File: src/rtl/ex_mem_stage.sv
// ex_mem_stage: EX->MEM pipeline register built as a 2-entry FIFO skid buffer.
// Holds up to two EX results so the EX stage can keep issuing for one cycle
// after MEM stalls. It also holds the committed N/Z/V flag register and
// optionally forwards the head result back to the ID stage.
// Optional feature macro: EX_MEM_FWD_EN. When it is defined, the head result is
// forwarded to matching ID source registers. When it is undefined, the
// forwarding outputs are tied to zero.

module ex_mem_stage (
  input  logic        clk,
  input  logic        rst_n,
  input  logic        ex_valid,
  output logic        ex_ready,
  input  logic [31:0] ex_out,
  input  logic [4:0]  ex_dst,
  input  logic [31:0] ex_store_data,
  input  logic [2:0]  ex_ctrl,
  input  logic        ex_set_flags,
  input  logic        ex_n,
  input  logic        ex_z,
  input  logic        ex_v,
  input  logic        flush,
  output logic        mem_valid,
  input  logic        mem_ready,
  output logic [31:0] mem_addr_res,
  output logic [4:0]  mem_dst,
  output logic [31:0] mem_store_data,
  output logic [2:0]  mem_ctrl,
  output logic        flag_n,
  output logic        flag_z,
  output logic        flag_v,
  input  logic [4:0]  src1,
  input  logic [4:0]  src2,
  output logic        fwd1_hit,
  output logic        fwd2_hit,
  output logic [31:0] fwd_data
);

  typedef enum logic [1:0] {
    EMPTY = 2'd0,
    ONE   = 2'd1,
    FULL  = 2'd2
  } occState_e;

  typedef struct packed {
    logic [31:0] res;
    logic [4:0]  dst;
    logic [31:0] storeData;
    logic [2:0]  ctrl;
  } entry_t;

  occState_e   state_q, state_d;
  entry_t      head_q, head_d;
  entry_t      tail_q, tail_d;
  logic        exReady_q, exReady_d;
  logic [2:0]  flags_q, flags_d;

  entry_t      incoming;
  logic        xferIn;
  logic        xferOut;

  assign incoming = {ex_out, ex_dst, ex_store_data, ex_ctrl};

  // A handshake only counts on the side whose ready/valid is genuinely high.
  assign xferIn    = ex_valid & exReady_q;
  assign mem_valid = (state_q != EMPTY);
  assign xferOut   = mem_valid & mem_ready;

  assign ex_ready       = exReady_q;
  assign mem_addr_res   = head_q.res;
  assign mem_dst        = head_q.dst;
  assign mem_store_data = head_q.storeData;
  assign mem_ctrl       = head_q.ctrl;
  assign flag_n         = flags_q[2];
  assign flag_z         = flags_q[1];
  assign flag_v         = flags_q[0];

  // Occupancy FSM and data movement. The head slot is always the oldest entry.
  // The tail slot is only meaningful in FULL. Flush wins over an incoming result.
  always_comb begin
    state_d   = state_q;
    head_d    = head_q;
    tail_d    = tail_q;
    exReady_d = exReady_q;
    if (flush) begin
      state_d   = EMPTY;
      exReady_d = 1'b1;
    end else begin
      case (state_q)
        EMPTY: begin
          if (xferIn) begin
            head_d  = incoming;
            state_d = ONE;
          end
        end
        ONE: begin
          if (xferIn && xferOut) begin
            head_d = incoming;
          end else if (xferIn) begin
            tail_d    = incoming;
            state_d   = FULL;
            exReady_d = 1'b0;
          end else if (xferOut) begin
            state_d = EMPTY;
          end
        end
        FULL: begin
          if (xferOut) begin
            head_d    = tail_q;
            state_d   = ONE;
            exReady_d = 1'b1;
          end
        end
        default: begin
          state_d   = EMPTY;
          exReady_d = 1'b1;
        end
      endcase
    end
  end

  // Flags commit only with an accepted result. A flushed result never commits.
  always_comb begin
    flags_d = flags_q;
    if (xferIn && ex_set_flags && !flush) begin
      flags_d = {ex_n, ex_z, ex_v};
    end
  end

  // Register all state. A synchronous reset drops both entries and clears the flags.
  always_ff @(posedge clk) begin
    if (!rst_n) begin
      state_q   <= EMPTY;
      head_q    <= '0;
      tail_q    <= '0;
      exReady_q <= 1'b1;
      flags_q   <= '0;
    end else begin
      state_q   <= state_d;
      head_q    <= head_d;
      tail_q    <= tail_d;
      exReady_q <= exReady_d;
      flags_q   <= flags_d;
    end
  end

`ifdef EX_MEM_FWD_EN
  logic headFwdable;

  // A head entry can forward only when it writes a real register with an ALU
  // result. A load's value is not known yet, and r0 is never forwarded.
  assign headFwdable = mem_valid && head_q.ctrl[2] && !head_q.ctrl[1] &&
                       (head_q.dst != 5'd0);
  assign fwd1_hit    = headFwdable && (head_q.dst == src1);
  assign fwd2_hit    = headFwdable && (head_q.dst == src2);
  assign fwd_data    = head_q.res;
`else
  logic unusedSrc;

  assign unusedSrc = ^{src1, src2};
  assign fwd1_hit  = 1'b0;
  assign fwd2_hit  = 1'b0;
  assign fwd_data  = 32'd0;
`endif

  // The registered ready must always agree with the occupancy state.
  readyMatchesState: assert property (@(posedge clk) disable iff (!rst_n)
    exReady_q == (state_q != FULL));

  // A stalled head entry must not change under MEM.
  headStableWhileStalled: assert property (@(posedge clk)
    (rst_n && !flush && mem_valid && !mem_ready) |=> $stable(head_q));

endmodule
File: config.mk
export PLATFORM = sky130hd
export DESIGN_NAME = ex_mem_stage
export DESIGN_NICKNAME = d
export VERILOG_FILES = /design/src/rtl/ex_mem_stage.sv
export SDC_FILE = /design/constraint.sdc
export NUM_CORES = 1
export LEC_CHECK = 0
export CORE_UTILIZATION = 40
export DETAILED_ROUTE_END_ITERATION = 6
export PLACE_DENSITY = 0.72
export SKIP_LAST_GASP = 1
export SLEW_MARGIN = 0
export SYNTH_ARGS = -nofsm -noshare
export SYNTH_HDL_FRONTEND = slang
export SYNTH_SLANG_ARGS = --single-unit
File: constraint.sdc
create_clock -name clk -period 2 [get_ports clk]
set_input_delay 0.4 -clock clk [delete_from_list [all_inputs] [get_ports clk]]
set_output_delay 0.4 -clock clk [all_outputs]
set_load 0.01 [all_outputs]
# ---- Yosys cells after proc, flatten, opt, wreduce, memory -nomap -nowiden
# Index checks and enable logic that the tools add are counted.
dict set report op_classes {
  n_eq_ne 8
  mux 14
  bitwise_logic 6
  reduce_logical 12
}
# cell n
set op_table {}
lappend op_table {{$mux W72} 3}
lappend op_table {{$pmux W72 S3} 1}
lappend op_table {{$reduce_and A4 Y1} 3}
lappend op_table {{$mux W2} 5}
lappend op_table {{$ne A2 B2 Y1 const B} 5}
lappend op_table {{$pmux W2 S3} 1}
lappend op_table {{$reduce_and A5 Y1} 1}
lappend op_table {{$not A1 Y1} 4}
lappend op_table {{$logic_and A1 B1 Y1} 3}
lappend op_table {{$mux W1} 3}
lappend op_table {{$ne A3 B3 Y1 const B} 1}
lappend op_table {{$pmux W1 S3} 1}
lappend op_table {{$reduce_bool A3 Y1} 1}
lappend op_table {{$and A1 B1 Y1} 2}
lappend op_table {{$eq A2 B1 Y1 const B} 1}
lappend op_table {{$eq A2 B2 Y1 const B} 1}
lappend op_table {{$logic_not A2 Y1} 1}
lappend op_table {{$reduce_bool A2 Y1} 1}
lappend op_table {{$reduce_or A2 Y1} 1}
lappend op_table {{$logic_not A1 Y1} 1}
dict set report word_totals {
  register_bits 150
  out_inout_bits 111
  elab_cells 51
}

# ---- Logic depth before layout (Yosys ltp)
dict set report depth {
  word_depth 6
  ltp_mapped 7
  mapped_depth_nobuf 4
}

# ---- Least setup slack after synthesis
# Ideal clock, no wire load.
dict set report synth_path {
  kind {reg-to-reg}
  start {register exReady_q (netlist: ex_ready)}
  end {register head_q (netlist bit mem_store_data[13])}
  setup_time_ns 0.116
  arrival_time_ns 1.525
  path_slack_ns 0.359
  stages_incl_launch_ff 6
  n_path_buf 1
  synth_period_minus_slack_ns 1.641
  path_cell_list {dfxtp_1 -> nand2_1 -> o41ai_4 -> clkbuf_1 -> nand2_1 -> o211a_1}
}
dict set report synth_via {
  elab_chain_len 4
}
# element line
set synth_lines {}
lappend synth_lines {{from (decl)} 55} ;# logic exReady_q, exReady_d;
lappend synth_lines {{from (signal assigned)} 142} ;# exReady_q <= exReady_d;
lappend synth_lines {{$and A1 B1 Y1 (*)} 65} ;# assign xferIn = ex_valid & exReady_q;
lappend synth_lines {{$logic_and A1 B1 Y1} 97} ;# if (xferIn && xferOut) begin
lappend synth_lines {{$ne A2 B2 Y1 (no line)} -}
lappend synth_lines {{$reduce_and A5 Y1 (no line) (*)} -}
lappend synth_lines {{to (signal assigned)} 134} ;# head_q <= '0;
lappend synth_lines {{to (signal assigned)} 140} ;# head_q <= head_d;
lappend synth_lines {{to (decl)} 53} ;# entry_t head_q, head_d;
# Mark *: on every way between the ends. The rest lies on a longest branch, timed or not.
# A chain may end at the register's enable or synchronous reset.

# ---- Worst setup path after layout
dict set report layout_path {
  start {register state_q[1]}
  end {output mem_valid}
}
dict set report layout_via {
  elab_chain_len 1
}
# element line
set layout_lines {}
lappend layout_lines {{from (decl)} 52} ;# occState_e state_q, state_d;
lappend layout_lines {{from (signal assigned)} 139} ;# state_q <= state_d;
lappend layout_lines {{$reduce_bool A2 Y1} 66} ;# assign mem_valid = (state_q != EMPTY);
lappend layout_lines {{to (decl)} 23} ;# output logic mem_valid,
# Every way passes these cells.

==> out/results.ini <==
[clock_network]
cts-htree-levels=4
cts_tree=done
cts-root-buf=clkbuf_16
cts.path.max_buffers=2
clkSlewWorstSetupHoldPaths_ns=0.06
clock_latency_ns=0.41
numCtsBuffers=17
cts_sinks=150
ctsHoldBuffers=0

[setup_path]
cp-startpoint=state_q[1]
cp_max_fo=6
cpPeakStageDelay_ns=0.36
rr_startpoint=state_q[0]
crit_type=reg2out
cp-end-kind=output pin
cp_slowest_cell=dfxtp_2
crit_path_cell_trace=buf_4 -> or2_2 -> dlygate4sd2_1
crit_path_start_kind=flip-flop
cp.required_ns=1.60
cp_data_arrival_time_ns=1.52

[detailed_routing]
ant_nets=0
drc=0
vias_per_cell=4.76
drt-initial-drc-count=214
via_count=5111
wirelength_microns=14500
wl_per_cell_microns=13.6
first_pass_iters=4

[logic_synthesis]
ys_top_cells_by_area=dfxtp_1 (46%), nand2_1 (13%), mux2i_1 (12%)
synthCells=701
yosys_warnings=0
synth_flop_cell=dfxtp_1
syn_area_sq_um=6510
synth_commonest_cells=nand2_1 (219), dfxtp_1 (150), mux2i_1 (75)
seq_area_frac_synth_pct=46.1
yosys_register_bits=150
synth.most_common_cell=nand2_1
syn_area_per_cell_sq_um=9.29
synth-edff-count=0
async_flop_share_pct=0
synth_top_area_share_pct=46.1
synth.largest_area_cell=dfxtp_1
synth_cell_types=25

[layout]
drive_above_1_share_pct=7.23
area_growth_pct=37.3
final_cells=1073
multi_input_area_sq_um=3130
fill_cells=1407
final_nets=936
n_antenna_cell=0
seq_area_sq_um=3000

[global_route]
grtUsageTotal_pct=17.4
gr-total-overflow=0
grt_max_degree=80
grt_first_pass_wirelength_microns=22800
antenna_found_initial=0
grt_pass1_vias=4631

[floorplan]
ioPinCount=202
fp.dieW_microns=130
rows=46
dieArea_sq_um=16800
initial_core_util_pct=41.0
core_area_sq_um=15900
die_h_microns=130

[timing]
slew_viol_final=0
hold_viol=0
tns_ns=0
fin_skew_ns=0.00595
rsz0062_at_grt=no
setup_violations=0
max_freq_mhz=520
fin_crit_ns=1.92
finalCritPeriodShare_pct=96.2

[power_and_ir_drop]
max-vdd-ir-drop_mv=0.564
p_int_mw=5.88
combPwrFrac_pct=11.4
switchingPower_mw=1.65
swShare_pct=21.9
power_density_nw_per_um2=843
pwr-share-clk_pct=46.5
leakagePower_nw=4.46
finalPower_mw=7.54
pwr-share-seq_pct=42.1

[placement]
dp_hpwl_microns=9370
gp_congestion=0.735
dp_cells=1039
io_buffers=157

[status]
outcome=complete, no violations

[hold_path]
worstHoldStart=rst_n
hold_class=in2reg

[flow_run]
cap_violations=0

## power groups by stage
stage / logic [mW] / clock network [mW] / registers, mW
final: 0.862 / 3.50 / 3.17
after global routing: 0.938 / 3.72 / 3.19
after CTS: 0.864 / 3.60 / 3.17
after detailed placement: 0.859 / 0 / 3.24
after global placement: 0.856 / 0 / 3.23
after floorplan: 0.378 / 0 / 3.28
## layout by cell type (no fill, tap or decap), drive strengths merged
cell type,count
nand2,219
clkdlybuf4s50,155
dfxtp,150
mux2i,75
o211a,72
a21boi,72
conb,34
buf,26
clkbuf,19
bufinv,5
nor2b,4
nor2,3
clkinvlp,3
clkinv,3
nand2b,2
inv,2
or2,1
or4bb,1
o41ai,1
xor2,1
o22a,1
and4,1
nand4,1
nand4b,1
nor3,1
a21oi,1
o21bai,1
a211oi,1
dlygate4sd2,1
## cell families (layout without fill, tap and decap cells)
logic type      Yosys count  after routing  synth area share [%]
simple gates            234            234                  14.1
flops                   150            150                  46.1
compound gates          149            149                  20.2
buf+inv                  91            214                  7.88
mux                      75             75                  11.5
other cells               1             34                0.0576
xor+xnor                  1              1                 0.134
## stage by stage
| stage | setup WS, ns | utilization (%) | hold WS, ns | cell area, sq um |
|---|---|---|---|---|
| after floorplan | 0.359 | - | 0.443 | 6640 |
| final | 0.0759 | 56.3 | 0.310 | 8940 |
| after CTS | 0.00450 | 56.2 | 0.293 | 8920 |
| after global routing | 0.00522 | 56.3 | 0.310 | 8940 |
| after global placement | -0.365 | 52.0 | 0.448 | 8270 |
| after detailed placement | -0.413 | 52.0 | 0.455 | 8270 |
## per-layer routing
metal / vias up / GRT usage [%] / wire length, microns / part of all wire [%]
li1: 2604 / - / - / -
met1: 2363 / 21.0 / 6560 / 45
met2: 128 / 27.5 / 6650 / 46
met3: 16 / 6.69 / 1080 / 7.4
met4: 0 / 7.25 / 254 / 1.7
met5: - / 0 / 0 / 0
## worst max-delay path: cells and delay by family, from the launching register on
kind	cells	cell delay, ns
buf+inv	2	0.48
flops	1	0.36
simple gates	1	0.28
## what timing repair did
action | 4_1_cts | 5_1_grt
endpoints found under the setup margin | 1 | 56
pin swaps | 0 | 1
buffers inserted | 0 | 3
gates resized for setup | 2 | 0
## worst paths after layout
kind,endpoint,slack [ns],cells past startpoint
worst max-delay path,mem_valid,0.08,3
worst min-delay path,mem_ctrl[1],0.31,2
worst max register to register,tail_q[0],0.27,6
worst min register to register,tail_q[12],0.46,2
## sequential cells by signal, summed over array words and instances (netlist names)
name            flops
state_q             2
mem_store_data     32
mem_addr_res       32
flags_q             3
mem_dst             5
tail_q             72
ex_ready            1
mem_ctrl            3
## layout make-up
type,instances,share of cell area (%)
timing repair buffer,182,21.0
multi-input combinational,493,35.0
inverter,1,0.0420
sequential,150,33.6
tap,216,3.02
clock buffer,19,5.07
clock inverter,12,2.24
No activity file was read; power rests on OpenSTA's default activity.
